File: src/rtl/axi4_dual_req_arbiter.sv
// rtl/axi4_dual_req_arbiter.sv - round-robin arbiter sharing one single-beat AXI4 master between two requesters
module axi4_dual_req_arbiter #(
  parameter int ADDR_WIDTH = 32,
  parameter int DATA_WIDTH = 32,
  parameter int ID_WIDTH   = 4
) (
  input  logic                    aclk,
  input  logic                    aresetn,
  input  logic [1:0]              req,
  input  logic [1:0]              we,
  input  logic [2*ADDR_WIDTH-1:0] addr,
  input  logic [2*DATA_WIDTH-1:0] wdata,
  output logic [1:0]              ack,
  output logic [DATA_WIDTH-1:0]   rdata,
  output logic                    err,
  output logic [ID_WIDTH-1:0]     m_axi_awid,
  output logic [ADDR_WIDTH-1:0]   m_axi_awaddr,
  output logic [7:0]              m_axi_awlen,
  output logic [2:0]              m_axi_awsize,
  output logic [1:0]              m_axi_awburst,
  output logic                    m_axi_awvalid,
  input  logic                    m_axi_awready,
  output logic [DATA_WIDTH-1:0]   m_axi_wdata,
  output logic [DATA_WIDTH/8-1:0] m_axi_wstrb,
  output logic                    m_axi_wlast,
  output logic                    m_axi_wvalid,
  input  logic                    m_axi_wready,
  input  logic [ID_WIDTH-1:0]     m_axi_bid,
  input  logic [1:0]              m_axi_bresp,
  input  logic                    m_axi_bvalid,
  output logic                    m_axi_bready,
  output logic [ID_WIDTH-1:0]     m_axi_arid,
  output logic [ADDR_WIDTH-1:0]   m_axi_araddr,
  output logic [7:0]              m_axi_arlen,
  output logic [2:0]              m_axi_arsize,
  output logic [1:0]              m_axi_arburst,
  output logic                    m_axi_arvalid,
  input  logic                    m_axi_arready,
  input  logic [ID_WIDTH-1:0]     m_axi_rid,
  input  logic [DATA_WIDTH-1:0]   m_axi_rdata,
  input  logic [1:0]              m_axi_rresp,
  input  logic                    m_axi_rlast,
  input  logic                    m_axi_rvalid,
  output logic                    m_axi_rready
);

  localparam logic [2:0] AXSIZE = 3'($clog2(DATA_WIDTH / 8));

  typedef enum logic [2:0] {
    S_IDLE,
    S_WRITE,
    S_WRESP,
    S_READ,
    S_RDATA,
    S_DONE
  } state_t;

  state_t                r_state;
  logic                  r_last;
  logic                  r_grant;
  logic                  r_aw_done;
  logic                  r_w_done;
  logic [ADDR_WIDTH-1:0] r_addr;
  logic [DATA_WIDTH-1:0] r_wdata;
  logic [DATA_WIDTH-1:0] r_rdata;
  logic                  r_err;

  logic                  w_grant;
  logic                  w_sel_we;
  logic [ADDR_WIDTH-1:0] w_sel_addr;
  logic [DATA_WIDTH-1:0] w_sel_wdata;
  logic [ID_WIDTH-1:0]   w_id;
  logic                  w_aw_hs;
  logic                  w_w_hs;
  logic                  w_ar_hs;

  // On a tie the requester that did not win last time is served.
  assign w_grant     = req[1] & (~req[0] | ~r_last);
  assign w_sel_we    = w_grant ? we[1] : we[0];
  assign w_sel_addr  = w_grant ? addr[ADDR_WIDTH +: ADDR_WIDTH] : addr[0 +: ADDR_WIDTH];
  assign w_sel_wdata = w_grant ? wdata[DATA_WIDTH +: DATA_WIDTH] : wdata[0 +: DATA_WIDTH];
  assign w_id        = ID_WIDTH'(r_grant);

  assign w_aw_hs = m_axi_awvalid & m_axi_awready;
  assign w_w_hs  = m_axi_wvalid & m_axi_wready;
  assign w_ar_hs = m_axi_arvalid & m_axi_arready;

  always_ff @(posedge aclk) begin
    if (!aresetn) begin
      r_state   <= S_IDLE;
      r_last    <= 1'b1;
      r_grant   <= 1'b0;
      r_aw_done <= 1'b0;
      r_w_done  <= 1'b0;
      r_addr    <= '0;
      r_wdata   <= '0;
      r_rdata   <= '0;
      r_err     <= 1'b0;
    end else begin
      case (r_state)
        S_IDLE: begin
          if (|req) begin
            r_grant   <= w_grant;
            r_last    <= w_grant;
            r_addr    <= w_sel_addr;
            r_wdata   <= w_sel_wdata;
            r_aw_done <= 1'b0;
            r_w_done  <= 1'b0;
            r_state   <= w_sel_we ? S_WRITE : S_READ;
          end
        end
        S_WRITE: begin
          if (w_aw_hs) r_aw_done <= 1'b1;
          if (w_w_hs)  r_w_done  <= 1'b1;
          // The two handshakes may land in the same cycle or in either order.
          if ((r_aw_done | w_aw_hs) && (r_w_done | w_w_hs)) r_state <= S_WRESP;
        end
        S_WRESP: begin
          if (m_axi_bvalid) begin
            r_err   <= (m_axi_bresp != 2'b00) || (m_axi_bid != w_id);
            r_state <= S_DONE;
          end
        end
        S_READ: begin
          if (w_ar_hs) r_state <= S_RDATA;
        end
        S_RDATA: begin
          if (m_axi_rvalid) begin
            r_rdata <= m_axi_rdata;
            r_err   <= (m_axi_rresp != 2'b00) || (m_axi_rid != w_id) || !m_axi_rlast;
            r_state <= S_DONE;
          end
        end
        S_DONE:  r_state <= S_IDLE;
        default: r_state <= S_IDLE;
      endcase
    end
  end

  assign ack   = (r_state == S_DONE) ? (r_grant ? 2'b10 : 2'b01) : 2'b00;
  assign rdata = r_rdata;
  assign err   = r_err;

  assign m_axi_awid    = w_id;
  assign m_axi_awaddr  = r_addr;
  assign m_axi_awlen   = 8'd0;
  assign m_axi_awsize  = AXSIZE;
  assign m_axi_awburst = 2'b01;
  assign m_axi_awvalid = (r_state == S_WRITE) & ~r_aw_done;

  assign m_axi_wdata   = r_wdata;
  assign m_axi_wstrb   = '1;
  assign m_axi_wlast   = 1'b1;
  assign m_axi_wvalid  = (r_state == S_WRITE) & ~r_w_done;

  assign m_axi_bready  = (r_state == S_WRESP);

  assign m_axi_arid    = w_id;
  assign m_axi_araddr  = r_addr;
  assign m_axi_arlen   = 8'd0;
  assign m_axi_arsize  = AXSIZE;
  assign m_axi_arburst = 2'b01;
  assign m_axi_arvalid = (r_state == S_READ);

  assign m_axi_rready  = (r_state == S_RDATA);

endmodule

File: config.mk
export PLATFORM = sky130hd
export DESIGN_NAME = axi4_dual_req_arbiter
export DESIGN_NICKNAME = d
export VERILOG_FILES = /design/src/rtl/axi4_dual_req_arbiter.sv
export SDC_FILE = /design/constraint.sdc
export NUM_CORES = 1
export LEC_CHECK = 0
export BUFFER_PORTS_ARGS = -buffer_cell sky130_fd_sc_hd__buf_2
export CAP_MARGIN = 20
export CELL_PAD_IN_SITES_DETAIL_PLACEMENT = 0
export CELL_PAD_IN_SITES_GLOBAL_PLACEMENT = 1
export CORE_UTILIZATION = 26
export DETAILED_ROUTE_END_ITERATION = 10
export GPL_TIMING_DRIVEN = 0
export PLACE_DENSITY_LB_ADDON = 0.1
export SYNTH_ARGS = -nofsm -noshare
export SYNTH_HDL_FRONTEND = slang
export SYNTH_SLANG_ARGS = --single-unit
File: constraint.sdc
create_clock -name aclk -period 1.6 [get_ports aclk]
set_clock_uncertainty 0.15 [all_clocks]
set_input_delay 0.48 -clock aclk [delete_from_list [all_inputs] [get_ports aclk]]
set_output_delay 0.48 -clock aclk [all_outputs]
set_load 0.01 [all_outputs]
Yosys cells after proc, flatten, opt, wreduce, memory -nomap -nowiden
Cells that the tools add are included.
{"block": "totals", "register_bits": 104, "out_inout_bits": 175}
{"block": "op_classes", "eq_ne": 14, "muxes": 20, "n_bitwise": 13, "n_reduce_logical": 17}
{"operator": "$mux W32", "count": 2}
{"operator": "$mux W3", "count": 5}
{"operator": "$pmux W3 S5", "count": 1}
{"operator": "$ne A2 B2 Y1 const B", "count": 6}
{"operator": "$reduce_and A3 Y1", "count": 3}
{"operator": "$ne A4 B1 Y1", "count": 2}
{"operator": "$reduce_bool A2 Y1", "count": 4}
{"operator": "$and A1 B1 Y1", "count": 6}
{"operator": "$eq A3 B2 Y1 const B", "count": 2}
{"operator": "$eq A3 B3 Y1 const B", "count": 2}
{"operator": "$mux W1", "count": 6}
{"operator": "$mux W2", "count": 3}
{"operator": "$pmux W1 S2", "count": 3}
{"operator": "$reduce_and A5 Y1", "count": 1}
{"operator": "$not A1 Y1", "count": 4}
{"operator": "$reduce_and A2 Y1", "count": 2}
{"operator": "$eq A3 B1 Y1 const B", "count": 1}
{"operator": "$logic_not A3 Y1", "count": 1}
{"operator": "$logic_or A1 B1 Y1", "count": 3}
{"operator": "$or A1 B1 Y1", "count": 3}
{"operator": "$ne A2 B1 Y1 const B", "count": 1}
{"operator": "$reduce_or A2 Y1", "count": 1}
{"operator": "$logic_and A1 B1 Y1", "count": 1}
{"operator": "$logic_not A1 Y1", "count": 1}

Depth between registers and ports, before layout
{"block": "depth", "depth_word": 7, "mapped_depth": 7}

Worst setup path before layout
No wires, ideal clock.
{"block": "synth_path", "path_kind": "register to output", "start": "reg r_state[0]", "end": "out ack[0]", "arrival_time_ns": 1.098, "path_slack_ns": -0.128, "path_stages_with_launch": 4, "cell_sequence": "dfxtp_1 -> buf_2 -> nand2b_1 -> nor3b_1"}
{"block": "synth_between", "elab_chain_len": 2}
{"element": "start: declaration", "line": "58", "text": "state_t r_state;"}
{"element": "start signal: assignment", "line": "109", "text": "r_state <= w_sel_we ? S_WRITE : S_READ;"}
{"element": "$eq A3 B3 Y1", "line": "140", "text": "assign ack = (r_state == S_DONE) ? (r_grant ? 2'b10 : 2'b01) : 2'b00;"}
{"element": "$mux W2", "line": "140"}
{"element": "end: declaration", "line": "13", "text": "output logic [1:0] ack,"}
No other way between the ends.

Worst setup path in the final report
{"block": "layout_path", "start": "reg r_state[1]", "end": "out ack[1]"}
Same word-level chain as after synthesis.

==> metrics.md <==
| Metric | Value |
|---|---|
| CTS tree | `yes` |
| Worst Path Max Fanout | `6` |
| Count of pins over their slew limit | `0` |
| Commonest cells post-synth | `nand2_1 (134), dfxtp_1 (104), buf_4 (84), mux2i_1 (66), o211a_1 (64)` |
| Setup TNS | `-15.38 ns` |
| CP Cell Sequence | `clkbuf_16 -> and4b_1 -> buf_2` |
| Period minus WS final | `1.868 ns` |
| Dpl hpwl | `13870 µm` |
| Netlist cell types | `38` |
| Avg Inst Size Synth | `9.287 µm²` |
| Final global-route overflow total | `0` |
| Slowest stage delay, CP | `0.38 ns` |
| FF+latch count, synth | `104` |
| Seq/Total Area, Yosys | `39.13%` |
| Fin worst setup slack | `-0.2681 ns` |
| Arr. time, crit path | `1.24 ns` |
| I/O Buffers | `320` |
| Initial antenna violation count | `2` |
| Final setup fails | `106` |
| Leakage | `5.230 nW` |
| Post-synth EDFFs | `0` |
| Initial DRC Count | `121` |
| Total die area | `0.02104 mm²` |
| Core area | `0.01978 mm²` |
| Area Overhead vs Synth | `79.61%` |
| Routed WL per cell | `15.23 µm` |
| CTS Buf Count | `9` |
| First-pass GRT wire length | `29400 µm` |
| Leading area contributor after synthesis | `dfxtp_1` |
| Worst Hold Class | `input port to flop` |
| Max Clk Rate | `535.3 MHz` |
| Worst Hold Launch | `m_axi_rdata[19]` |
| Vias per inst | `4.235` |
| Synth Instances | `573` |
| Worst skew pair latency | `0.35 ns` |
| Final Hold Vio Count | `0` |
| Clock-pin slew on the worst setup and hold paths | `0.07 ns` |
| GRT Resource Usage Total | `18.04%` |
| Detailed Route WL | `19450 µm` |
| Mapped cell area | `0.005321 mm²` |
| Max cap viols | `0` |
| Reg2Reg Depth | `10` |
| Final ANT Viol Nets | `0` |
| Crit path kind | `flop to primary output` |
| Clock tree root buffer cell | `clkbuf_16` |
| Layout Nets | `1188` |
| Top_reg_cell synth | `dfxtp_1` |
| Hold Crit Endpoint | `rdata[19]$_SDFFE_PN0P_` |
| DRC | `0` |
| Vias | `5408` |
| Worst Tran Pin Value | `0.5441 ns` |
| Slew HR | `63.73%` |
| RSZ-0062 raised after global routing | `yes` |
| Initial core utilization | `26.90%` |
| Die Y | `145.1 µm` |
| Synth area leaders | `dfxtp_1 (39%), mux2i_1 (12%), o211a_1 (12%)` |
| Setup crit start kind | `flop` |
| Die X | `145.1 µm` |
| Htree depth | `3` |
| Row cnt | `51` |
| Fraction of registers with async set/reset | `0%` |
| Yosys Warn Count | `0` |
| Worst Setup End Kind | `primary output` |
| Most frequent cell after synthesis | `nand2_1` |
| CTS Buffer Depth | `2` |
| Share of cells above drive strength 1 | `61.94%` |
| # hold bufs at CTS | `0` |
| Final worst-path cycle share | `116.8%` |
| Placed cell areas | `0.007430 mm²` |
| Status | `finished, violations left` |
| Num ports | `359` |
| Largest net degree at the start of global routing | `19` |
| Placer Congestion | `0.7210` |
| Top-area cell type share of the netlist area | `39.13%` |
| Hold depth | `3` |
| Cell Pwr Density | `1684 mW/mm²` |
| Sink Count | `104` |
| DR pass1 iterations | `4` |
| R2R Path End | `m_axi_araddr[6]$_SDFFE_PN0P_` |
| Reg-to-Reg Start | `r_state[0]$_SDFFE_PN0P_` |
| Peak supply drop | `892.1 µV` |
| Final core occ | `48.32%` |
| Reg2Reg Setup Slack | `-0.22 ns` |
| Failing checks | `negative setup slack` |
| Crit path required time | `0.97 ns` |
| Post-route cell area | `0.009558 mm²` |
| Cell type of the slowest stage on the worst timing path | `dfxtp_4` |
| Vias in the first global route | `5261` |
routing by layer:
layer  track usage [%]  part of all wire, %  vias to the layer above
met4             3.316                 0.65                        2
met3             5.692                  6.9                       10
met2             32.81                   51                      206
met1             20.63                   41                     2434
met5                 0                0.067                        -
li1                  -                    -                     2756
sequential cells by signal, indices dropped and copies added (netlist names):
name,count
m_axi_araddr,32
m_axi_wdata,32
rdata,32
r_state,3
err,1
r_aw_done,1
r_grant,1
r_last,1
r_w_done,1
cell usage in the layout (no fill, tap or decap), drive strengths merged, types with 2 or more instances in the layout:
cell      n
buf     483
nand2   134
dfxtp   104
mux2i    66
o211a    64
conb     37
a21boi   33
clkbuf   27
o21ai     6
nor2b     5
nor3      5
a21oi     5
nor3b     5
nand3b    4
diode     3
nor2      3
a22oi     3
and2      3
clkinv    3
inv       3
or4       2
critical path: cells and delay by family, from the launching register on:
kind / cells / cell delay (ns)
buf+inv: 2 / 0.29
flops: 1 / 0.38
simple gates: 1 / 0.23
worst max path at each step:
stage,start,end,cells after the start
2_1_floorplan,m_axi_bresp[1],err$_SDFFE_PN0P_,4
3_3_place_gp,aresetn,m_axi_araddr[27]$_SDFFE_PN0P_,4
3_5_place_dp,aresetn,m_axi_wdata[0]$_SDFFE_PN0P_,4
4_1_cts,r_state[1]$_SDFFE_PN0P_,ack[1],4
5_1_grt,r_state[2]$_SDFFE_PN0P_,ack[1],3
6_report,r_state[1]$_SDFFE_PN0P_,ack[1],3
final cells by class:
cell class | instances | area [µm²]
Fill cell | 1957 | 10220
Multi-Input combinational cell | 388 | 2935
Timing Repair Buffer | 392 | 2816
Sequential cell | 104 | 2143
Buffer | 109 | 1044
Tap cell | 265 | 331.6
Clock buffer | 9 | 225.2
Clock inverter | 7 | 55.05
Antenna cell | 3 | 7.507
power breakdown:
part | internal, W | switching, W | total (W) | leakage [nW]
clock | 0.00108 | 0.00106 | 0.00214 | 0.138
sequential | 0.00351 | 0.000612 | 0.00412 | 0.868
combinational | 0.00582 | 0.00402 | 0.00984 | 4.22
total | 0.0104 | 0.00569 | 0.0161 | 5.23
what timing repair did:
item / in CTS / in global routing
setup endpoints to repair: 130 / 141
buffers inserted: 43 / 20
gates resized for setup: 202 / 135
gates cloned: 19 / 2
pin swaps: 21 / 36
cells by family after synthesis:
| family | Yosys count | synth area share, % |
|---|---|---|
| DFF | 104 | 39.13 |
| muxes | 66 | 12.41 |
| buffers and inverters | 116 | 14.93 |
| AOI/OAI and AO/OA | 118 | 19.45 |
| other | 2 | 0.1411 |
| and+or+nand+nor | 167 | 13.94 |
through the flow:
stage	hold WS [ns]	instances	total power (W)	worst slack, ns
2_1_floorplan	0.3292	608	0.007539	-0.04036
3_3_place_gp	0.2907	1193	0.009784	-0.6466
3_5_place_dp	0.2933	1193	0.009778	-0.7017
4_1_cts	0.1923	1270	0.01572	-0.3560
5_1_grt	0.1948	1275	0.01707	-0.3224
6_report	0.2086	1277	0.01610	-0.2681
No activity file was read; power rests on OpenSTA's default activity.
